File: config.mk
export PLATFORM = sky130hd
export DESIGN_NAME = bigmem_c_row_streamer
export DESIGN_NICKNAME = d
export VERILOG_FILES = /design/src/rtl/bigmem_c_row_streamer.sv
export SDC_FILE = /design/constraint.sdc
export NUM_CORES = 1
export LEC_CHECK = 0
export CELL_PAD_IN_SITES_DETAIL_PLACEMENT = 0
export CELL_PAD_IN_SITES_GLOBAL_PLACEMENT = 2
export CORE_MARGIN = 8
export CORE_UTILIZATION = 36
export CTS_CLUSTER_DIAMETER = 120
export CTS_CLUSTER_SIZE = 30
export DETAILED_ROUTE_END_ITERATION = 16
export PLACE_DENSITY = 0.87
export SYNTH_ARGS = -nofsm -noshare
export SYNTH_HDL_FRONTEND = slang
export SYNTH_SLANG_ARGS = --single-unit
export TNS_END_PERCENT = 1
File: constraint.sdc
create_clock -name Clk -period 9.2 [get_ports Clk]
set_clock_uncertainty 0.15 [all_clocks]
set_input_delay 0.92 -clock Clk [delete_from_list [all_inputs] [get_ports Clk]]
set_output_delay 0.92 -clock Clk [all_outputs]
set_load 0.005 [all_outputs]
File: src/rtl/bigmem_c_row_streamer.sv
// Row streamer for the 8-fragment C-memory array.
// It fetches one row of 16 words, which is 8 fragments with an A/B pair each.
// It then replays the row as 8 {A,B} beats under a valid/ready handshake.
// This repeats for NumRows rows, each Stride bytes apart, starting at BaseAddr.
module bigmem_c_row_streamer #(
  parameter int ROWS_W = 10
) (
  input  logic              Clk,
  input  logic              Rst,
  input  logic              Start,
  input  logic [31:0]       BaseAddr,
  input  logic [31:0]       Stride,
  input  logic [ROWS_W-1:0] NumRows,
  output logic              Busy,
  output logic              Done,
  output logic [31:0]       Address,
  output logic              cMemRead,
  input  logic [31:0]       i0A,
  input  logic [31:0]       i0B,
  input  logic [31:0]       i1A,
  input  logic [31:0]       i1B,
  input  logic [31:0]       i2A,
  input  logic [31:0]       i2B,
  input  logic [31:0]       i3A,
  input  logic [31:0]       i3B,
  input  logic [31:0]       i4A,
  input  logic [31:0]       i4B,
  input  logic [31:0]       i5A,
  input  logic [31:0]       i5B,
  input  logic [31:0]       i6A,
  input  logic [31:0]       i6B,
  input  logic [31:0]       i7A,
  input  logic [31:0]       i7B,
  output logic [31:0]       OutA,
  output logic [31:0]       OutB,
  output logic [2:0]        OutFrag,
  output logic [ROWS_W-1:0] OutRow,
  output logic              OutValid,
  input  logic              OutReady,
  output logic              OutLast
);

  typedef enum logic [1:0] {
    S_IDLE,
    S_FETCH,
    S_STREAM,
    S_DONE
  } state_t;

  state_t            state;
  state_t            next_state;

  logic [31:0]       row_addr;
  logic [31:0]       stride_q;
  logic [ROWS_W-1:0] num_rows_q;
  logic [ROWS_W-1:0] row;
  logic [2:0]        beat;
  logic [31:0]       buf_a [8];
  logic [31:0]       buf_b [8];
  logic [31:0]       frag_a [8];
  logic [31:0]       frag_b [8];

  logic              accept;
  logic              beat_xfer;
  logic              last_row;
  logic              last_beat;

  assign accept    = (state == S_IDLE) && Start && (NumRows != '0);
  assign beat_xfer = (state == S_STREAM) && OutReady;
  assign last_row  = (row == (num_rows_q - ROWS_W'(1)));
  assign last_beat = (beat == 3'd7);

  // Gather the fragment read ports into arrays so the capture can be a loop
  always_comb begin
    frag_a[0] = i0A;  frag_b[0] = i0B;
    frag_a[1] = i1A;  frag_b[1] = i1B;
    frag_a[2] = i2A;  frag_b[2] = i2B;
    frag_a[3] = i3A;  frag_b[3] = i3B;
    frag_a[4] = i4A;  frag_b[4] = i4B;
    frag_a[5] = i5A;  frag_b[5] = i5B;
    frag_a[6] = i6A;  frag_b[6] = i6B;
    frag_a[7] = i7A;  frag_b[7] = i7B;
  end

  // State register; an asynchronous reset aborts any scan in progress without raising Done
  always_ff @(posedge Clk or negedge Rst) begin
    if (!Rst) state <= S_IDLE;
    else      state <= next_state;
  end

  // Next-state logic; a start with a zero row count goes straight to DONE
  always_comb begin
    next_state = state;
    unique case (state)
      S_IDLE:   if (Start) next_state = (NumRows != '0) ? S_FETCH : S_DONE;
      S_FETCH:  next_state = S_STREAM;
      S_STREAM: if (beat_xfer && last_beat) next_state = last_row ? S_DONE : S_FETCH;
      S_DONE:   next_state = S_IDLE;
      default:  next_state = S_IDLE;
    endcase
  end

  // Scan parameters and row/beat counters; the row address wraps modulo 2^32
  always_ff @(posedge Clk or negedge Rst) begin
    if (!Rst) begin
      row_addr   <= '0;
      stride_q   <= '0;
      num_rows_q <= '0;
      row        <= '0;
      beat       <= '0;
    end else begin
      if (accept) begin
        row_addr   <= BaseAddr;
        stride_q   <= Stride;
        num_rows_q <= NumRows;
        row        <= '0;
      end
      if (state == S_FETCH) beat <= '0;
      if (beat_xfer) begin
        beat <= beat + 3'd1;
        if (last_beat && !last_row) begin
          row      <= row + ROWS_W'(1);
          row_addr <= row_addr + stride_q;
        end
      end
    end
  end

  // Capture all 16 fragment words at the end of the single FETCH cycle
  always_ff @(posedge Clk or negedge Rst) begin
    if (!Rst) begin
      for (int i = 0; i < 8; i++) begin
        buf_a[i] <= '0;
        buf_b[i] <= '0;
      end
    end else if (state == S_FETCH) begin
      for (int i = 0; i < 8; i++) begin
        buf_a[i] <= frag_a[i];
        buf_b[i] <= frag_b[i];
      end
    end
  end

  // Outputs are decoded from state; the beat outputs read as zero outside STREAM
  always_comb begin
    Busy     = (state == S_FETCH) || (state == S_STREAM);
    Done     = (state == S_DONE);
    cMemRead = (state == S_FETCH);
    Address  = row_addr;
    OutValid = 1'b0;
    OutA     = '0;
    OutB     = '0;
    OutFrag  = '0;
    OutRow   = '0;
    OutLast  = 1'b0;
    if (state == S_STREAM) begin
      OutValid = 1'b1;
      OutA     = buf_a[beat];
      OutB     = buf_b[beat];
      OutFrag  = beat;
      OutRow   = row;
      OutLast  = last_beat && last_row;
    end
  end

endmodule

==> flow_summary.yaml <==
power:
  power.switching_mw: 4.10
  pwr_density_cell_nw_per_um2: 319
  power_leakage_nw: 15.0
  total_power_mw: 12.0
  intPower_mw: 7.95
  ir_drop_mv: 0.164
  switching_share_pct: 34.0
  comb_power_share_pct: 47.4
  pwr-share-seq_pct: 40.5
  p_clk_share_pct: 12.0
cts:
  clock_latency_ps: 610
  cts_root_buf: "clkbuf_16"
  cts_tree: "yes"
  clkTransAtPathRegs_ps: 120
  h-tree-depth: 1
  cts_hold_buf: 0
  cts.sinks: 601
  cts_setup_buffers: 0
  cts_resized: 0
  cts_buffer_depth: 3
  cts_buffers: 25
global_routing:
  grt_overflow_total: 0
  antenna_found_initial: 68
  grt_use_met3_pct: 4.81
  grt_pass1_vias: 21871
  grt_pass1_wl_mm: 139
  grt_util_all_layers_pct: 20.1
  use_met1_pct: 23.8
  top_usage_layer: "met2"
  grt_max_degree: 206
  use_met2_pct: 34.7
cells_and_area:
  fin_nets: 3374
  layout-drive-gt1-share_pct: 25.6
  syn_to_final_growth_pct: 30.9
  fillCellCount: 6969
routing:
  drt_iter0_drc: 964
  first_pass_iters: 5
  post_drt_wl_per_cell_um: 24.0
  drt_wl_total_mm: 92.5
  routed_via_density: 5.13
  vias: 19758
  ant_nets: 0
  remaining_drc_errors: 0
sta:
  min_period_over_period_pct: 56.7
  rsz0062_at_grt: "no"
  tightest_slew_ps: 1180
  hold_viol: 0
  setup_viol: 0
  setup_tns_ps: 0
  maxSlewHeadroom_pct: 21.2
  slew_violations: 0
  fin_crit_ps: 5220
  max_freq_mhz: 192
critical_path:
  arrival_ps: 4150
  startpoint_type: "flop"
  crit_end: "OutA[28]"
  cp-end-kind: "output port"
  crit_path_max_fanout: 50
  cp-startpoint: "beat[0]"
  max_stage_delay_ps: 1150
  worst-path-stages: 5
  reg2regPathDepth: 11
  critPathRequiredTime_ps: 8130
  crit_path_cell_trace: "buf_4 > mux4_2 > mux2i_1 > nor2b_1 > clkdlybuf4s50_1"
  path_buf_inv: 2
  critical_path.slowest_cell: "dfrtp_4"
  r2r_end: "Address[30]"
  r2r_slack_ps: 5500
  r2r-start: "Address[0]"
  worstSetupPathType: "flop to output port"
  critPathTopFamily: "buffers and inverters"
synthesis:
  ys_ff_latch: 601
  ys_warn_count: 0
  synth_nets: 2765
  synth-edff-count: 0
  synthArstFlopShare_pct: 100
  synthCells: 2134
  syn_avg_cell_area_sq_um: 13.5
  yosysUniqueCellTypes: 54
  netlist_area_sq_um: 28800
  synth_top_flop_cell: "dfrtp_1"
  yosysSeqAreaShare_pct: 52.2
place:
  io_buffers: 703
  gp_congestion: 0.871
  dp_hpwl_mm: 69.5
flow_run:
  drv_cap: 0
floorplanning:
  top_level_ports: 704
  start_util_pct: 36.4
  fp.coreArea_sq_um: 79100
  die-area_sq_um: 89400
  die_h_um: 299
  rows: 103
  die_x_um: 299
status:
  status: "completed"
hold_path:
  worstHoldPathType: "primary input to async pin"
[flip-flops by register name, summed over array words and instances, names as in the netlist]
name,cells
Address,32
row,10
num_rows_q,10
buf_a,256
stride_q,32
state,2
buf_b,256
beat,3
[stage by stage]
step / worst slack [ps] / utilization [%] / hold slack, ps / area, sq um / instances
after global routing: 3580 / 47.7 / 139 / 37700 / 3844
after detailed placement: 4430 / 46.6 / 320 / 36800 / 3766
after CTS: 3730 / 47.5 / 112 / 37600 / 3800
final: 3980 / 47.7 / 110 / 37700 / 3851
after floorplan: 6040 / - / 300 / 28800 / 2134
after global placement: 4460 / 46.6 / 315 / 36800 / 3766
[area by class of cell]
class                           instances  area, sq um  share of cell area [%]
Clock inverter                          8          133                   0.351
Tap cell                             1050         1310                    3.48
Inverter                               15         56.3                   0.149
Timing Repair Buffer                  722         7220                    19.1
Multi-Input combinational cell       1378        13200                    35.0
Sequential cell                       601        15100                    39.9
Antenna cell                           51          128                   0.338
Clock buffer                           26          629                    1.67
[synth_stat cells (5+ instances only)]
master | count | area share, %
mux2i_1 | 68 | 2.4
buf_2 | 6 | 0.10
nor2b_1 | 70 | 1.5
a21oi_1 | 26 | 0.45
nand2b_1 | 8 | 0.17
o211ai_1 | 5 | 0.13
clkbuf_1 | 104 | 1.4
o21ai_0 | 48 | 0.83
xnor2_1 | 25 | 0.76
nand2_1 | 237 | 3.1
inv_1 | 15 | 0.20
nor4_1 | 9 | 0.20
mux4_2 | 128 | 10
and2_1 | 19 | 0.41
or3_1 | 6 | 0.13
a31oi_1 | 24 | 0.52
nor2_1 | 42 | 0.55
xor2_1 | 17 | 0.52
a21o_1 | 13 | 0.34
o31ai_1 | 6 | 0.16
nand3_1 | 20 | 0.35
ha_1 | 40 | 1.7
nor3_1 | 5 | 0.087
and3_1 | 7 | 0.15
buf_1 | 25 | 0.33
mux2_2 | 512 | 20
dfrtp_1 | 601 | 52
[how the worst min path moves through the flow]
stage / end / depth (start not counted) / startpoint / slack, ps
floorplan: stride_q[0] / 2 / stride_q[0] / 300
global placement: stride_q[30] / 2 / stride_q[30] / 310
detailed placement: stride_q[25] / 2 / stride_q[25] / 320
CTS: Address[14] / 1 / Rst / 110
global route: Address[14] / 1 / Rst / 140
finish: stride_q[16] / 1 / Rst / 110
[placed cells by master (no fill, tap or decap), drive strengths merged, types with 8 or more instances in the layout]
master         count
mux2i             68
nor2b             70
nand3             20
inv               17
nor4               9
clkbuf            26
diode             51
buf               20
xnor2             25
o21ai             48
a31oi             24
xor2              17
and2              19
mux4             128
dfrtp            601
a21oi             26
nand2b             8
ha                40
a21o              13
mux2             512
nor2              42
clkdlybuf4s50    702
nand2            237
[layer usage]
layer	up-vias	part of all wire, %	wire (um)
li1	8938	-	-
met1	10091	39	36000
met2	566	52	47700
met3	135	5.8	5410
met4	28	3.6	3300
met5	-	0.18	164
[cell families after synthesis]
family / share of synthesized area [%]
muxes: 32.4
DFF: 52.2
and+or+nand+nor: 6.97
buffers and inverters: 2.14
AOI/OAI and AO/OA: 3.28
xor gates and xnor gates: 1.28
adders and majority gates: 1.81
[power by group through the flow]
stage	sequential (mW)	clock, mW	combinational, mW
floorplan	4.48	0	4.36
global placement	4.89	0	5.60
detailed placement	4.95	0	5.76
CTS	4.90	1.51	5.79
global route	5.07	1.59	6.22
finish	4.88	1.45	5.72
(Power assumes the default switching activity.)
